**config.mk**
```make
export PLATFORM = sky130hd
export DESIGN_NAME = muldiv_seq_flat
export DESIGN_NICKNAME = d
export VERILOG_FILES = /design/src/rtl/muldiv_if.sv /design/src/rtl/muldiv_seq.sv /design/src/flat_wrapper.sv
export SDC_FILE = /design/constraint.sdc
export NUM_CORES = 1
export LEC_CHECK = 0
export CORE_ASPECT_RATIO = 1.75
export CORE_MARGIN = 2
export CORE_UTILIZATION = 40
export CTS_BUF_LIST = sky130_fd_sc_hd__clkbuf_4 sky130_fd_sc_hd__clkbuf_8
export CTS_CLUSTER_SIZE = 8
export DETAILED_ROUTE_END_ITERATION = 16
export PLACE_DENSITY_LB_ADDON = 0.25
export SLEW_MARGIN = 40
export SYNTH_ARGS = -nofsm -noshare
export SYNTH_HDL_FRONTEND = slang
export SYNTH_SLANG_ARGS = --single-unit
```
**constraint.sdc**
```tcl
create_clock -name clk -period 3.2 [get_ports clk]
set_input_delay 0.64 -clock clk [delete_from_list [all_inputs] [get_ports clk]]
set_output_delay 0.64 -clock clk [all_outputs]
set_load 0.05 [all_outputs]
```
**src/rtl/muldiv_if.sv**
```systemverilog
// Handshake/result bundle for the sequential multiply/divide unit.
// The master side issues operations and MTHI/MTLO writes; the slave side is the unit.
interface muldiv_if;
  logic        start;
  logic [1:0]  op;
  logic [31:0] a;
  logic [31:0] b;
  logic        hi_we;
  logic        lo_we;
  logic [31:0] wdata;
  logic        busy;
  logic        done;
  logic        dbz;
  logic [31:0] hi;
  logic [31:0] lo;

  modport master (
    output start, op, a, b, hi_we, lo_we, wdata,
    input  busy, done, dbz, hi, lo
  );

  modport slave (
    input  start, op, a, b, hi_we, lo_we, wdata,
    output busy, done, dbz, hi, lo
  );
endinterface

```
**src/rtl/muldiv_seq.sv**
```systemverilog
// Sequential MULT/MULTU/DIV/DIVU unit with HI/LO registers (IDLE -> RUN x32 -> FIX).
// Define MULDIV_FAST_MULT_EN to compute multiplies in one cycle and skip RUN.
module muldiv_seq (
  input logic     clk,
  input logic     rst_n,
  muldiv_if.slave bus
);
  typedef enum logic [1:0] {S_IDLE = 2'd0, S_RUN = 2'd1, S_FIX = 2'd2} state_e;

  state_e      state_q, state_d;
  logic [63:0] acc_q, acc_d;
  logic [31:0] mb_q, mb_d, hi_q, hi_d, lo_q, lo_d;
  logic [4:0]  cnt_q, cnt_d;
  logic        neg_q, neg_d, rsgn_q, rsgn_d, div_q, div_d, dbzp_q, dbzp_d;
  logic        done_q, dbz_q;

  logic        accept, running, fix_wr, mt_ok;
  logic        sgn_op, is_div, b_zero, a_neg, b_neg;
  logic [31:0] a_mag, b_mag;

  assign sgn_op = ~bus.op[0];
  assign is_div = bus.op[1];
  assign b_zero = (bus.b == 32'd0);
  assign a_neg  = sgn_op & bus.a[31];
  assign b_neg  = sgn_op & bus.b[31];
  assign a_mag  = a_neg ? (32'd0 - bus.a) : bus.a;
  assign b_mag  = b_neg ? (32'd0 - bus.b) : bus.b;

  // acc holds {partial product, multiplier} or {remainder, dividend/quotient}
  logic [32:0] mul_sum, rem_sh;
  logic [63:0] mul_nxt, div_nxt;
  logic [31:0] rem_sub;
  logic        ge;

  assign mul_sum = {1'b0, acc_q[63:32]} + (acc_q[0] ? {1'b0, mb_q} : 33'd0);
  assign mul_nxt = {mul_sum, acc_q[31:1]};
  assign rem_sh  = acc_q[63:31];
  assign ge      = (rem_sh >= {1'b0, mb_q});
  assign rem_sub = rem_sh[31:0] - mb_q;
  assign div_nxt = {(ge ? rem_sub : rem_sh[31:0]), acc_q[30:0], ge};

  logic [63:0] prod;
  logic [31:0] quo, rem, res_hi, res_lo;

  assign prod = neg_q  ? (64'd0 - acc_q)        : acc_q;
  assign quo  = neg_q  ? (32'd0 - acc_q[31:0])  : acc_q[31:0];
  assign rem  = rsgn_q ? (32'd0 - acc_q[63:32]) : acc_q[63:32];

  always_comb begin
    res_hi = prod[63:32];
    res_lo = prod[31:0];
    if (dbzp_q) begin
      res_hi = acc_q[31:0];
      res_lo = 32'hFFFF_FFFF;
    end else if (div_q) begin
      res_hi = rem;
      res_lo = quo;
    end
  end

  // FSM: state register
  always_ff @(posedge clk) begin
    if (!rst_n) state_q <= S_IDLE;
    else        state_q <= state_d;
  end

  // FSM: next state
  always_comb begin
    state_d = state_q;
    unique case (state_q)
      S_IDLE: if (bus.start) begin
        if (is_div && b_zero) state_d = S_FIX;
`ifdef MULDIV_FAST_MULT_EN
        else if (!is_div)     state_d = S_FIX;
`endif
        else                  state_d = S_RUN;
      end
      S_RUN:   if (cnt_q == 5'd31) state_d = S_FIX;
      S_FIX:   state_d = S_IDLE;
      default: state_d = S_IDLE;
    endcase
  end

  // FSM: outputs
  always_comb begin
    accept  = (state_q == S_IDLE) &  bus.start;
    mt_ok   = (state_q == S_IDLE) & ~bus.start;
    running = (state_q == S_RUN);
    fix_wr  = (state_q == S_FIX);
  end

  always_comb begin
    acc_d  = acc_q;
    mb_d   = mb_q;
    cnt_d  = cnt_q;
    neg_d  = neg_q;
    rsgn_d = rsgn_q;
    div_d  = div_q;
    dbzp_d = dbzp_q;
    hi_d   = hi_q;
    lo_d   = lo_q;
    if (accept) begin
      mb_d   = b_mag;
      cnt_d  = 5'd0;
      div_d  = is_div;
      neg_d  = a_neg ^ b_neg;
      rsgn_d = a_neg;
      dbzp_d = is_div & b_zero;
      // divide-by-zero keeps the raw dividend so FIX can return it in HI
      acc_d  = (is_div & b_zero) ? {32'd0, bus.a} : {32'd0, a_mag};
`ifdef MULDIV_FAST_MULT_EN
      if (!is_div) acc_d = {32'd0, a_mag} * {32'd0, b_mag};
`endif
    end else if (running) begin
      cnt_d = cnt_q + 5'd1;
      acc_d = div_q ? div_nxt : mul_nxt;
    end else if (fix_wr) begin
      hi_d   = res_hi;
      lo_d   = res_lo;
      dbzp_d = 1'b0;
    end else if (mt_ok) begin
      if (bus.hi_we) hi_d = bus.wdata;
      if (bus.lo_we) lo_d = bus.wdata;
    end
  end

  always_ff @(posedge clk) begin
    if (!rst_n) begin
      acc_q  <= '0;
      mb_q   <= '0;
      cnt_q  <= '0;
      neg_q  <= 1'b0;
      rsgn_q <= 1'b0;
      div_q  <= 1'b0;
      dbzp_q <= 1'b0;
      hi_q   <= '0;
      lo_q   <= '0;
      done_q <= 1'b0;
      dbz_q  <= 1'b0;
    end else begin
      acc_q  <= acc_d;
      mb_q   <= mb_d;
      cnt_q  <= cnt_d;
      neg_q  <= neg_d;
      rsgn_q <= rsgn_d;
      div_q  <= div_d;
      dbzp_q <= dbzp_d;
      hi_q   <= hi_d;
      lo_q   <= lo_d;
      done_q <= fix_wr;
      dbz_q  <= fix_wr & dbzp_q;
    end
  end

  assign bus.busy = (state_q != S_IDLE);
  assign bus.done = done_q;
  assign bus.dbz  = dbz_q;
  assign bus.hi   = hi_q;
  assign bus.lo   = lo_q;
endmodule
```
**src/flat_wrapper.sv**
```systemverilog
// flat-port wrapper written by rule: the top's interface ports become plain ports
module muldiv_seq_flat 
  (clk, rst_n, bus_start, bus_op, bus_a, bus_b, bus_hi_we, bus_lo_we, bus_wdata, bus_busy, bus_done, bus_dbz, bus_hi, bus_lo);
  muldiv_if bus_i ();
  input logic clk;
  input logic rst_n;
  input wire logic [$bits(bus_i.start)-1:0] bus_start;
  input wire logic [$bits(bus_i.op)-1:0] bus_op;
  input wire logic [$bits(bus_i.a)-1:0] bus_a;
  input wire logic [$bits(bus_i.b)-1:0] bus_b;
  input wire logic [$bits(bus_i.hi_we)-1:0] bus_hi_we;
  input wire logic [$bits(bus_i.lo_we)-1:0] bus_lo_we;
  input wire logic [$bits(bus_i.wdata)-1:0] bus_wdata;
  output wire logic [$bits(bus_i.busy)-1:0] bus_busy;
  output wire logic [$bits(bus_i.done)-1:0] bus_done;
  output wire logic [$bits(bus_i.dbz)-1:0] bus_dbz;
  output wire logic [$bits(bus_i.hi)-1:0] bus_hi;
  output wire logic [$bits(bus_i.lo)-1:0] bus_lo;
  assign bus_i.start = bus_start;
  assign bus_i.op = bus_op;
  assign bus_i.a = bus_a;
  assign bus_i.b = bus_b;
  assign bus_i.hi_we = bus_hi_we;
  assign bus_i.lo_we = bus_lo_we;
  assign bus_i.wdata = bus_wdata;
  assign bus_busy = bus_i.busy;
  assign bus_done = bus_i.done;
  assign bus_dbz = bus_i.dbz;
  assign bus_hi = bus_i.hi;
  assign bus_lo = bus_i.lo;
  muldiv_seq u_core (.clk(clk), .rst_n(rst_n), .bus(bus_i));
endmodule
```
==> impl_results.md <==
* Via/cell ratio at 6.03
* Area Growth Syn to Fin at 32.6%
* Die area at 37200 µm²
* Final worst path period share at 98.4%
* Clk_skew at 0.0165 ns
* Post-synth net total at 2072
* DR WL/cell at 22.0 µm
* First-pass iteration count of the detailed router at 6
* Distinct cell type count after synthesis at 76
* Ys async rst share at 0%
* Total gr overflow at 0
* Pre-CTS setup slack at -0.709 ns
* Placed Area at 18000 µm²
* Reg clk slew, reported paths at 0.12 ns
* Hold Fails Final Rpt at 0
* Worst setup margin at 0.0509 ns
* Vias post-DR at 16200
* First-pass GRT wire length at 89400 µm
* Clock sinks at 173
* Post-Route WL at 59200 µm
* Synthesized instance count at 1897
* Crit-path slowest cell: or4_4
* Cell Chain, Critical Path: buf_4 > ha_1 > o2111ai_2 > and4_4 > or4_4 > and3_4 > o21a_4 > nor2_4 > buf_12 > mux2i_1 > o221ai_1
* Pin count of the biggest net entering global routing at 59
* EDFF count, synth at 0
* Bufs and invs on worst path at 2
* Io pins at 170
* Setup TNS at 0 ns
* Synth Warn # at 0
* GPL Wtd Cong at 0.987
* Status: finished, final reports clean
* Mean Syn Cell Area at 7.51 µm²
* Power Density at 339 nW/µm²
* Drc violations at 0
* Final ANT Viol Nets at 0
* P_leak at 7.80 nW
* FF+latch count, synth at 173
* CTS root buf: clkbuf_8
* Core Area at 35200 µm²
* CTS tree: built
* Row count at 91
* Fin Hold WS at 0.455 ns
* Count of final setup violators at 0
* Worst-Margin Slew at 0.832 ns
* DRT iter0 DRCs at 927
* Clock buffer depth at 2
* Cell family with most CP delay: simple AND/OR/NAND/NOR gates
* Clock latency on the worst-skew pair at 0.54 ns
* Final Max Slew Viols at 0
* Hold buffer count at CTS at 0
* Post-DP HPWL at 46900 µm
* CTS buffer count at 17
* Synthesized area at 14200 µm²
* Predominant post-synthesis flop cell: dfxtp_1
* IO Port Bufs at 169
* Maximum vdd drop at 230 µV
* Crit end category: flop
* Layout net count at 2390
* Die X at 147 µm
* CP arrival at 3.56 ns
* Period minus WS final at 3.15 ns
* Hold Path Class: reg2reg
* Initial cell density of the core at 40.5%
* Register area share after synthesis at 24.3%
* Height of the die at 254 µm
* Total track usage at 31.1%
* Critical Path Max Stage Delay at 0.55 ns
* Rel. slew slack at 44.3%
* CP required at 3.61 ns
* Initial antenna violation count at 1
* Vias in the first global route at 16400
* Startpoint Class: flop
* Critical Path Fanout Max at 8
* Design Power at 6.39 mW
* Kind of critical path: reg2reg
* Design Area, Final at 18900 µm²
* H-tree lvl count at 4
* RSZ-0062 raised after global routing: yes
* Max-cap violations at 0
* Layout cells sized above 1 at 19.3%
* Max Clk Rate at 0.318 GHz
## final timing paths
kind                          start                end  slack [ns]  depth (start not counted)
setup reg to reg   u_core.acc_q[33]   u_core.acc_q[52]        0.05                         11
setup / recovery   u_core.acc_q[33]   u_core.acc_q[52]        0.05                         11
hold reg to reg   u_core.bus.lo[15]  u_core.bus.lo[15]        0.46                          2
hold / removal    u_core.bus.lo[15]  u_core.bus.lo[15]        0.46                          2
## where the power goes
group	total [mW]	leakage [nW]	internal, mW	switching [mW]
clock	1.64	0.205	0.593	1.04
combinational	2.36	6.18	0.988	1.37
sequential	2.40	1.42	2.28	0.119
## layout by cell type, fill, tap and decap left out, types with 20 or more instances in the layout
master	count
mux2_2	29
mux2i_1	20
nand2_1	168
a211oi_1	33
nand3_1	29
nor3_1	36
xnor2_1	90
a21oi_1	186
clkdlybuf4s50_1	157
a21o_1	40
a22oi_1	24
o31ai_1	33
nor2_1	171
inv_1	56
o221ai_1	54
and3_1	20
dfxtp_1	167
ha_1	67
o21ai_0	128
xor2_1	78
buf_4	258
## sequential cells by signal, summed over array words and instances (netlist names)
name             count
u_core.div_q         1
u_core.bus.lo       32
u_core.cnt_q         5
u_core.bus.hi       32
u_core.bus.dbz       1
u_core.bus.done      1
u_core.dbzp_q        1
u_core.state_q       2
u_core.mb_q         32
u_core.rsgn_q        1
u_core.acc_q        64
u_core.neg_q         1
## stage by stage
stage	utilization, %	cells
2_1_floorplan	-	1897
3_3_place_gp	51.2	2655
3_5_place_dp	51.2	2655
4_1_cts	52.8	2690
5_1_grt	53.7	2694
6_report	53.7	2694
## area by class of cell
type	instances	area, µm²
clock buffers	17	234
repair buffers	434	3770
inverters	62	235
multi-input cells	1527	10400
well taps	465	582
diodes	1	2.50
flip-flops and latches	173	3470
clock inverters	15	168
fillers	3434	16300
## cell usage after synthesis (14+ instances only)
library cell	instances	area share, %
nand3_1	31	1.1
a211oi_1	36	1.9
a22oi_1	24	1.3
nor4_1	17	0.75
and3_1	21	0.92
o31ai_1	35	1.8
mux2_2	29	2.3
a21o_1	40	2.1
xnor2_1	90	5.5
xor2_1	79	4.9
nor3_1	39	1.4
a21oi_1	188	6.6
nand2_1	171	4.5
dfxtp_1	173	24
o211ai_1	14	0.74
nor2b_1	15	0.66
o41ai_1	16	0.98
o221ai_1	55	3.4
inv_1	60	1.6
a31oi_1	20	0.88
ha_1	70	6.2
o21ai_0	133	4.7
mux2i_1	22	1.5
clkbuf_1	123	3.2
nor2_1	175	4.6
or4_1	19	1.0
## cells by family (layout without fill, tap and decap cells)
logic type | after synthesis | after routing | share of synthesized area (%)
flip-flops | 173 | 173 | 24.3
adder cells (fa/ha/maj) | 72 | 72 | 6.43
buffers and inverters | 197 | 528 | 5.23
other | 0 | 1 | 0
AO/OA/AOI/OAI | 662 | 662 | 30.4
multiplexers | 51 | 51 | 3.84
XOR/XNOR | 169 | 169 | 10.4
AND/OR/NAND/NOR | 573 | 573 | 19.4
## tightest hold or removal path: cells and delay by family (launching register included)
family | cells | cell delay [ns]
compound gates | 1 | 0.05
flops | 1 | 0.32
simple gates | 1 | 0.05
## timing repair
item | CTS | global route
endpoints found under the setup margin | 41 | 44
hold endpoints to repair | 0 | 0
gates resized for setup | 31 | 67
pin swaps | 7 | 27
gates cloned | 1 | 0
setup buffers | 2 | 3
## routing by layer
metal	global-route usage, %	routed length, µm	vias to the layer above
li1	-	-	7647
met1	28.6	19300	7689
met2	58.2	30700	640
met3	3.46	2310	273
met4	30.5	6870	0
met5	0	0	-
(Power assumes the default switching activity.)
